<file path="src/rtl/async_sram_ctrl_ahb.sv">
// AHB-Lite slave bridging 32-bit bus transfers onto a 16-bit asynchronous SRAM PHY.
// Words take two halfword SRAM cycles; halves/bytes take one. Wait states come from hready_resp.
module async_sram_ctrl_ahb #(
    parameter int W_ADDR = 18,
    parameter int W_DATA = 16
) (
    input  logic              clk,
    input  logic              rst,
    input  logic              ahbls_hready,
    output logic              ahbls_hready_resp,
    output logic              ahbls_hresp,
    input  logic [31:0]       ahbls_haddr,
    input  logic              ahbls_hwrite,
    input  logic [1:0]        ahbls_htrans,
    input  logic [2:0]        ahbls_hsize,
    input  logic [31:0]       ahbls_hwdata,
    output logic [31:0]       ahbls_hrdata,
    output logic [W_ADDR-1:0] ctrl_addr,
    output logic [W_DATA-1:0] ctrl_dq_out,
    output logic [W_DATA-1:0] ctrl_dq_oe,
    input  logic [W_DATA-1:0] ctrl_dq_in,
    output logic              ctrl_ce_n,
    output logic              ctrl_we_n,
    output logic              ctrl_oe_n,
    output logic [1:0]        ctrl_byte_n
);

    typedef enum logic [2:0] {
        IDLE, RD_LO, RD_HI, WR_LO, WR_HI, WR_TAIL
    } state_e;

    state_e            state_q, state_d;
    logic [W_ADDR:1]   addr_q, addr_d;
    logic              word_q, word_d;
    logic [W_DATA-1:0] wbuf_q, wbuf_d;
    logic [W_DATA-1:0] rd_lo_q, rd_lo_d;
    logic              rd_done_q, rd_done_d;
    logic              hready_resp_q, hready_resp_d;
    logic [W_ADDR-1:0] ctrl_addr_q, ctrl_addr_d;
    logic [W_DATA-1:0] dq_out_q, dq_out_d;
    logic [W_DATA-1:0] dq_oe_q, dq_oe_d;
    logic              ce_n_q, ce_n_d;
    logic              we_n_q, we_n_d;
    logic              oe_n_q, oe_n_d;
    logic [1:0]        byte_n_q, byte_n_d;

    logic accept;
    logic word_in;
    logic unused_bits;

    assign accept      = ahbls_hready & ahbls_htrans[1];
    assign word_in     = (ahbls_hsize == 3'd2);
    assign unused_bits = ^{ahbls_haddr[31:W_ADDR+1], ahbls_htrans[0]};

    always_comb begin
        // NOTE: every _d gets a default before the case so no path can infer a latch.
        state_d       = state_q;
        addr_d        = addr_q;
        word_d        = word_q;
        wbuf_d        = wbuf_q;
        rd_lo_d       = rd_lo_q;
        rd_done_d     = 1'b0;
        hready_resp_d = 1'b1;
        ctrl_addr_d   = '0;
        dq_out_d      = '0;
        dq_oe_d       = '0;
        ce_n_d        = 1'b1;
        we_n_d        = 1'b1;
        oe_n_d        = 1'b1;
        byte_n_d      = 2'b11;

        unique case (state_q)
            IDLE, WR_TAIL: begin
                state_d = IDLE;
                if (accept) begin
                    addr_d        = ahbls_haddr[W_ADDR:1];
                    word_d        = word_in;
                    hready_resp_d = 1'b0;
                    ce_n_d        = 1'b0;
                    ctrl_addr_d   = word_in ? {ahbls_haddr[W_ADDR:2], 1'b0} : ahbls_haddr[W_ADDR:1];
                    if (ahbls_hwrite) begin
                        we_n_d   = 1'b0;
                        byte_n_d = (ahbls_hsize == 3'd0) ? (ahbls_haddr[0] ? 2'b01 : 2'b10) : 2'b00;
                        state_d  = word_in ? WR_LO : WR_HI;
                    end else begin
                        oe_n_d   = 1'b0;
                        byte_n_d = 2'b00;
                        state_d  = word_in ? RD_LO : RD_HI;
                    end
                end
            end
            RD_LO: begin
                state_d       = RD_HI;
                hready_resp_d = 1'b0;
                ctrl_addr_d   = {addr_q[W_ADDR:2], 1'b1};
                ce_n_d        = 1'b0;
                oe_n_d        = 1'b0;
                byte_n_d      = 2'b00;
            end
            RD_HI: begin
                // Pad data for the low half arrives now; the high half is live on dq_in next cycle.
                state_d   = IDLE;
                rd_lo_d   = ctrl_dq_in;
                rd_done_d = 1'b1;
            end
            WR_LO: begin
                state_d       = WR_HI;
                hready_resp_d = 1'b0;
                wbuf_d        = ahbls_hwdata[31:16];
                ctrl_addr_d   = {addr_q[W_ADDR:2], 1'b1};
                ce_n_d        = 1'b0;
                we_n_d        = 1'b0;
                byte_n_d      = 2'b00;
                dq_out_d      = ahbls_hwdata[15:0];
                dq_oe_d       = '1;
            end
            WR_HI: begin
                // Data trails the strobe by one cycle because the PHY delays we_n but not dq.
                state_d     = WR_TAIL;
                ctrl_addr_d = ctrl_addr_q;
                dq_oe_d     = '1;
                if (word_q) begin
                    dq_out_d = wbuf_q;
                end else begin
                    dq_out_d = addr_q[1] ? ahbls_hwdata[31:16] : ahbls_hwdata[15:0];
                end
            end
            default: state_d = IDLE;
        endcase
    end

    always_ff @(posedge clk) begin
        // NOTE: sequential state uses non-blocking assignments so all flops update together.
        if (rst) begin
            state_q       <= IDLE;
            addr_q        <= '0;
            word_q        <= 1'b0;
            wbuf_q        <= '0;
            rd_lo_q       <= '0;
            rd_done_q     <= 1'b0;
            hready_resp_q <= 1'b1;
            ctrl_addr_q   <= '0;
            dq_out_q      <= '0;
            dq_oe_q       <= '0;
            ce_n_q        <= 1'b1;
            we_n_q        <= 1'b1;
            oe_n_q        <= 1'b1;
            byte_n_q      <= 2'b11;
        end else begin
            state_q       <= state_d;
            addr_q        <= addr_d;
            word_q        <= word_d;
            wbuf_q        <= wbuf_d;
            rd_lo_q       <= rd_lo_d;
            rd_done_q     <= rd_done_d;
            hready_resp_q <= hready_resp_d;
            ctrl_addr_q   <= ctrl_addr_d;
            dq_out_q      <= dq_out_d;
            dq_oe_q       <= dq_oe_d;
            ce_n_q        <= ce_n_d;
            we_n_q        <= we_n_d;
            oe_n_q        <= oe_n_d;
            byte_n_q      <= byte_n_d;
        end
    end

    assign ahbls_hready_resp = hready_resp_q;
    assign ahbls_hresp       = 1'b0;
    assign ahbls_hrdata      = rd_done_q ? (word_q ? {ctrl_dq_in, rd_lo_q} : {2{ctrl_dq_in}}) : 32'h0;
    assign ctrl_addr         = ctrl_addr_q;
    assign ctrl_dq_out       = dq_out_q;
    assign ctrl_dq_oe        = dq_oe_q;
    assign ctrl_ce_n         = ce_n_q;
    assign ctrl_we_n         = we_n_q;
    assign ctrl_oe_n         = oe_n_q;
    assign ctrl_byte_n       = byte_n_q;

endmodule

</file>
<file path="config.mk">
export PLATFORM = sky130hd
export DESIGN_NAME = async_sram_ctrl_ahb
export DESIGN_NICKNAME = d
export VERILOG_FILES = /design/src/rtl/async_sram_ctrl_ahb.sv
export SDC_FILE = /design/constraint.sdc
export NUM_CORES = 1
export LEC_CHECK = 0
export ABC_CLOCK_PERIOD_IN_PS = 3950
export CAP_MARGIN = 0
export CORE_MARGIN = 5
export CORE_UTILIZATION = 40
export DETAILED_ROUTE_END_ITERATION = 12
export PLACE_DENSITY = 0.79
export SLEW_MARGIN = 5
export SYNTH_ARGS = -nofsm -noshare
export SYNTH_HDL_FRONTEND = slang
export SYNTH_SLANG_ARGS = --single-unit
</file>
<file path="constraint.sdc">
create_clock -name clk -period 3.95 [get_ports clk]
set_input_delay 0.395 -clock clk [delete_from_list [all_inputs] [get_ports clk]]
set_output_delay 0.395 -clock clk [all_outputs]
set_load 0.01 [all_outputs]
</file>
* Yosys cells after proc, flatten, opt, wreduce, memory -nomap -nowiden
Cells that the tools add are included.
** Storage, ports and cells
- Flip-flop bits (word level) :: 110
- Output and inout port bits :: 89
- Word-level logic and storage cells :: 54
** Operators by class
- Eq/ne operators :: 6
- Mux-type cells :: 28
- Bitwise gates (word level) :: 1
- Reductions and logical operators :: 6
** Operator list (number)
- two-way mux 16 bit :: 4
- one-hot mux 18 bit (3 select lines) :: 1
- two-way mux 32 bit :: 1
- one-hot mux 16 bit (2 select lines) :: 1
- two-way mux 18 bit :: 1
- one-hot mux 3 bit (4 select lines) :: 1
- two-way mux 2 bit :: 5
- == test 3 x 2 -> 1 bit (second input constant) :: 3
- two-way mux 3 bit :: 3
- two-way mux 1 bit :: 7
- == test 3 bit (second input constant) :: 2
- logical NOT 3 bit :: 2
- one-hot mux 1 bit (2 select lines) :: 3
- OR reduction 2 bit :: 3
- one-hot mux 2 bit (2 select lines) :: 1
- == test 3 x 1 -> 1 bit (second input constant) :: 1
- AND reduction 2 bit :: 1
- AND 1 bit :: 1

* Longest topological paths before layout
- Depth after elaboration :: 5
- Depth in mapped cells :: 6

* Least setup slack after synthesis
OpenSTA, ideal clock, no wires.
- Kind :: input -> register
- Start point :: in ahbls_hsize[0]
- End point :: reg state_q[2]
- Data arrival time :: 1391 ps
- Required time :: 3813 ps
- Path slack :: 2422 ps
- Stages on the path :: 5
- Buffers on the path :: 0
- Cell sequence :: or3b_2 -> ha_1 -> a31oi_1 -> or3_1 -> a31oi_1
** Between the ends
- Word-level cells in the longest chain between the ends :: 5
** RTL lines
- start: declaration :: line 15 : input logic [2:0] ahbls_hsize,
- == test 3 x 2 -> 1 bit :: line 52 : assign word_in = (ahbls_hsize == 3'd2);
- two-way mux 3 bit :: line 84 : state_d = word_in ? WR_LO : WR_HI;
- two-way mux 3 bit :: line 81 : if (ahbls_hwrite) begin
- two-way mux 3 bit :: line 75 : if (accept) begin
- one-hot mux 3 bit (4 select lines) :: line 72 : unique case (state_q)
- end signal: assignment :: line 150 : state_q <= state_d;
- end: declaration :: line 32 : state_e state_q, state_d;
No other way between the ends.
A chain may end at the register's enable or synchronous reset.

* Worst setup path in the final report
- Start point :: reg word_q
- End point :: out ahbls_hrdata[7]
** Between the ends
- Word-level cells in the longest chain between the ends :: 2
** RTL lines
- start: declaration :: line 34 : logic word_q, word_d;
- start signal: assignment :: line 152 : word_q <= word_d;
- two-way mux 16 bit :: line 169 : assign ahbls_hrdata = rd_done_q ? (word_q ? {ctrl_dq_in, rd_lo_q} : {2{ctrl_dq_in}}) : 32'h0;
- two-way mux 32 bit :: line 169
- end: declaration :: line 17 : output logic [31:0] ahbls_hrdata,
No other way between the ends.

==> impl_results.md <==
* Die W at 113 um
* Maxcap violations at 0
* Area occupied by multi-input gates at 2020 um2
* Syn_area_per_cell at 8.54 um2
* Mapped Nets at 587
* Global route overflow at 0
* Row count at 37
* GRT Resource Usage Total at 0.173
* Die height at 113 um
* Grt peak-use layer: met2
* Yosys cell types at 40
* Largest net degree at the start of global routing at 78
* Worst VDD drop at 0.000193 V
* RSZ-0062 raised after global routing: no
* Max_slew headroom at 0.260
* YS warnings at 0
* Filler Cell Count at between 900 and 1k
* H-tree levels at 3
* # IOs at 178
* Hold depth at 2
* Die area at 12,800 um2
* Minimum clock period at 2.68 ns
* Share of layout cells above drive strength 1 at 0.0468
* DRT iter0 DRCs at 145
* Max Freq at 0.372 GHz
* Commonest non-fill, non-tap cell in the layout: clkdlybuf4s50_1
* GPL Wtd Cong at 0.779
* Clk buf depth at 2
* Mapped Cells at 497
* Post-Syn Area at 4250 um2
* Pre-CTS WS at 1.61 ns
* CP Class: reg -> out
* Crit path DAT at 2.29 ns
* Met3 Usage GRT at 0.0556
* Wire per inst at 15.1 um
* Most frequent cells in the layout: 161 x clkdlybuf4s50_1, 94 x dfxtp_1, 80 x nand2_1, 70 x a21oi_1, 37 x o21ai_0
* Final hold vios at 0
* DP Wirelength at 7.99 mm
* First-pass GRT wire length at 18.3 mm
* Clk root buf: clkbuf_8
* Pwr dens at 320 nW/um2
* Flops & latches, synth at 95
* Antenna Nets Post-Route at 0
* CP endpoint kind: output pin
* Initial Util at 0.411
* ANT cells at 0
* Drt total wl at 11.4 mm
* Ys flop type: dfxtp_1
* Cts-stage hold buffer count at 0
* Setup tns final at 0 ns
* Reg2Reg Depth at 3
* Final Max Tran Viols at 0
* Post-CTS Resized at 0
* Part of the cycle the worst path needs at 0.680
* Vias per cell at 5.22
* Sequential area share after synthesis at 0.448
* Setup repair bufs after CTS at 0
* Clk sinks at between 90 and 100
* Outcome: completed
* Sequential cell area at between 1500 and 2000 um2
* Critical Path RT at 3.56 ns
* Initial antenna violation count at 0
* DRC at 0
* Final Setup Violations at 0
* Asr flop ratio synth at 0
* CP startpoint kind: register
* CP Max Fanout at just under 50
* Worst-path clk slew at 0.09 ns
* Final net count at 705
* Met2 usage in global routing at 0.303
* Inst Count DP at between 700 and 800
* TritonCTS clock tree: done
* Core area at 10,300 um2
* Clock skew at about 0.017 ns
* IO buf count at 162
* Hold crit path type: reg -> reg
* Router iterations before antenna repair at 5
* Worst-Margin Slew at 1.10 ns
* Number of global-route vias before repair at 3,825
* Synth-to-layout area growth at 39.2%
* Total via count in the routed design at 3,948
* CTS buffer count at 9
* Final WS setup at 1.27 ns
* Grt met1 use at 0.203
* Leakage dissipation at 1.96 nW
* Worst-Skew Late Latency at 0.36 ns
* Layout Cells excl Fill at 756
* Number of synthesized flops with an enable pin at 0
==> power by group <==
part / leakage, nW / internal [mW] / switching [mW]
sequential: 0.771 / 0.990 / 0.0306
clock: 0.0805 / 0.235 / 0.352
combinational: 1.11 / 0.157 / 0.126
total: 1.96 / 1.38 / 0.508
==> synthesized netlist by cell type (2+ instances only) <==
cell type | instances | area [um2]
nand2_1 | 80 | 300
nor2_1 | 5 | 18.8
or3_1 | 2 | 12.5
nand2b_1 | 2 | 12.5
mux2i_1 | 32 | 320
and2_1 | 17 | 106
buf_2 | 15 | 75.1
a21oi_1 | 70 | 350
o21ai_0 | 37 | 185
buf_6 | 2 | 22.5
inv_1 | 2 | 7.51
and3b_1 | 2 | 17.5
a31oi_1 | 4 | 25.0
a22o_1 | 16 | 140
clkbuf_1 | 19 | 71.3
nand3_1 | 18 | 90.1
buf_4 | 20 | 150
nor3b_1 | 2 | 15.0
buf_1 | 2 | 7.51
dfxtp_1 | 95 | 1900
a31o_2 | 3 | 26.3
nor2b_1 | 18 | 113
a22oi_1 | 17 | 128
==> metrics by stage <==
stage | power [mW] | hold WS, ns | util | instance area (um2)
2_1_floorplan | 1.18 | 0.436 | - | 4250
3_3_place_gp | 1.32 | 0.442 | 0.556 | 5740
3_5_place_dp | 1.33 | 0.448 | 0.556 | 5740
4_1_cts | 1.90 | 0.461 | 0.573 | 5910
5_1_grt | 1.97 | 0.473 | 0.573 | 5910
6_report | 1.89 | 0.457 | 0.573 | 5910
==> cells by family after synthesis <==
kind of cell | count (synthesis) | synth area share
AND/OR/NAND/NOR | 159 | 0.189
flip-flops | 95 | 0.448
multiplexers | 32 | 0.0754
XOR/XNOR | 2 | 0.00413
buffers and inverters | 60 | 0.0787
adder cells (fa/ha/maj) | 1 | 0.00295
AO/OA/AOI/OAI | 147 | 0.201
other | 1 | 0.000883
==> worst paths after layout <==
path / slack (ns) / startpoint / end
setup / recovery: 1.27 / word_q / ahbls_hrdata[7]
hold reg to reg: 0.46 / wbuf_q[14] / wbuf_q[14]
hold / removal: 0.46 / wbuf_q[14] / wbuf_q[14]
setup reg to reg: 1.81 / state_q[0] / ctrl_dq_out[0]
==> final cells by class <==
class / instances / share of cell area
clock buffers: 11 / 0.0222
clock inverters: 5 / 0.00699
inverters: 2 / 0.00127
multi-input cells: 342 / 0.341
flip-flops and latches: 95 / 0.322
well taps: 136 / 0.0288
repair buffers: 165 / 0.277
==> per-layer routing <==
layer  share of wire  routed length, um
met1            0.41               4740
met3           0.079                901
met4           0.013                144
met2            0.49               5650
met5               0                  0
==> registers in the layout, indices dropped and copies added (netlist names) <==
name         count
addr_q          18
ctrl_addr       18
ctrl_byte_n      2
ctrl_ce_n        1
ctrl_dq_oe       1
ctrl_dq_out     16
ctrl_oe_n        1
ctrl_we_n        1
rd_done_q        1
rd_lo_q         16
state_q          3
wbuf_q          16
word_q           1
==> critical path, stage by stage, from the launching register on <==
cell,delay [ns]
dfxtp_2,1.01
mux2i_1,0.18
nor2b_1,0.17
clkdlybuf4s50_1,0.56
Power figures use the tool's default switching activity.
==> RTL change, RTL diff (same settings) <==
Take the reset off `addr_q` and `wbuf_q` and load them in a clocked block of their own.
--- a/src/rtl/async_sram_ctrl_ahb.sv
+++ b/src/rtl/async_sram_ctrl_ahb.sv
@@ -134,7 +134,5 @@
         if (rst) begin
             state_q       <= IDLE;
-            addr_q        <= '0;
             word_q        <= 1'b0;
-            wbuf_q        <= '0;
             rd_lo_q       <= '0;
             rd_done_q     <= 1'b0;
@@ -149,7 +147,5 @@
         end else begin
             state_q       <= state_d;
-            addr_q        <= addr_d;
             word_q        <= word_d;
-            wbuf_q        <= wbuf_d;
             rd_lo_q       <= rd_lo_d;
             rd_done_q     <= rd_done_d;
@@ -163,4 +159,9 @@
             byte_n_q      <= byte_n_d;
         end
+    end
+
+    always_ff @(posedge clk) begin
+        addr_q <= addr_d;
+        wbuf_q <= wbuf_d;
     end
 
Check against the original RTL: no difference found for any inputs over 10 cycles, from zero or initial values and one cycle with rst high; that may be too few to reach the edited logic, so the function may still have changed.
==> RTL change against the unedited design <==
Clock power increased by 2%; worst setup slack better by 0.049 ns; sequential share of layout area rose by 5.9 points; design area shrank 0.40%; routed wire length is 6.6% lower; via count fell by 15%; count of clock-buffer cells in the layout grew 1; synthesized area decreased by 1.0%; sequential cell count unchanged; total power is 3.1% higher; critical endpoint is now ahbls_hrdata[9]; largest power group unchanged.
==> RTL change: results (changes against the unedited design) <==
| Metric | Value |
|---|---|
| Met3 usage | `0.0561 (was 0.0556)` |
| Most instantiated cells after synthesis | `dfxtp_1, nand2_1, a21oi_1, edfxtp_1, mux2i_1 (was dfxtp_1, nand2_1, a21oi_1)` |
| Critical-path top delay cell | `dfxtp_2 (unchanged)` |
| EDFF count, synth | `34 (was 0)` |
| Antenna Cells | `0 (unchanged)` |
| Post-synthesis adder-cell area fraction | `0.00774 (was 0.00295)` |
| Synthesized net count | `493 (was 587)` |
| # fillers | `909 (was 907)` |
| GR Layer Usage met2 | `0.290 (was 0.303)` |
| Vias in the first global route | `3330 (was 3825)` |
| IO Port Bufs | `162 (unchanged)` |
| Main flop type after synthesis | `dfxtp_1 (unchanged)` |
| DP Area | `0.00570 sq mm (was 0.00574 sq mm)` |
| Share of cells above drive strength 1 | `0.0505 (was 0.0468)` |
| Clock network area share | `0.0315 (was 0.0292)` |
| Synth Warn # | `0 (unchanged)` |
| Crit-path max cell delay | `0.99 ns (was 1.01 ns)` |
| Synth Area in XOR/XNOR | `0.00387 (was 0.00412)` |
| Post-synthesis sequential area ratio | `0.533 (was 0.448)` |
| Detail Placement HPWL | `7590 um (was 7990 um)` |
| Horiz. Die Dim | `113 um (about the same)` |
| Multi-input combinational area share | `0.278 (was 0.341)` |
| # nets final | `620 (was 705)` |
| WL met3 | `692 um (was 901 um)` |
| Non-clock inverter total of the final layout | `4 (was 2)` |
| Clk slew on worst S/H paths | `0.08 ns` |
| Signal buffers share of area | `0.278 (was 0.277)` |
| Via count | `3358 (was 3948)` |
| Post-synthesis mux area share | `0.0762 (was 0.0754)` |
| Synth Area in Compound Gates | `0.142 (was 0.201)` |
| Leak | `0.00199 uW (was 0.00196 uW)` |
| Worst slew margin | `0.229 (was 0.260)` |
| Multi-In Gates | `255 (was 342)` |
| M1 GR Usage | `0.203 (about the same)` |
| GR Util All Layers | `0.166 (was 0.173)` |
| Clock Skews | `0.0180 ns (was 0.0167 ns)` |
| Met2 wire length | `5510 um (was 5650 um)` |
| FF+latch area | `0.00224 sq mm (was 0.00190 sq mm)` |
| First-pass GRT wire length | `17100 um (was 18300 um)` |
| PD cells | `331 mW/mm^2 (was 320 mW/mm^2)` |
| Drt total wl | `10700 um (was 11400 um)` |
| Pin count of the biggest net entering global routing | `50 (was 78)` |
| Status | `complete, no violations (unchanged)` |
| Iter 0 DRT Violations | `174 (was 145)` |
| Hold crit path type | `reg -> reg (unchanged)` |
| Clock buffers | `12 (was 11)` |
| Maximum VDD drop | `0.205 mV (was 0.193 mV)` |
| Distinct cells, synth | `42 (was 40)` |
| Largest cells by area after synthesis | `dfxtp_1, edfxtp_1, mux2i_1 (was dfxtp_1, a21oi_1, mux2i_1)` |
| Met1 Wirelength | `4420 um (was 4740 um)` |
| Placer Congestion | `0.745 (was 0.779)` |
| Clock root buffer | `clkbuf_8 (unchanged)` |
| Drt pass-1 iters | `4 (was 5)` |
-- RTL change: metrics by stage --
step                setup WS [ns]  cells  power, uW
CTS                          1.26    671       1980
global route                 1.09    671       2040
detailed placement           1.30    655       1380
global placement             1.32    655       1370
finish                       1.31    671       1950
floorplan                    2.12    403       1220
-- RTL change: worst paths after layout --
kind                    from         endpoint  slack (ns)  cells after the start
setup reg to reg  state_q[2]        addr_q[2]        1.32                      2
hold / removal    rd_lo_q[7]       rd_lo_q[7]        0.46                      2
hold reg to reg   rd_lo_q[7]       rd_lo_q[7]        0.46                      2
setup / recovery      word_q  ahbls_hrdata[9]        1.31                      3
-- RTL change: power by group --
group / switching (uW) / internal [uW] / leakage, uW
logic: 119 / 157 / 0.00110
clock network: 329 / 269 / 0.0000881
registers: 28.2 / 1050 / 0.000807
total: 476 / 1470 / 0.00199
-- RTL change: worst max-delay path, delay by kind of cell (launching register included) --
kind          cells  cell delay [ns]
simple gates      1             0.14
flops             1             0.99
mux               1             0.19
buf+inv           1             0.56
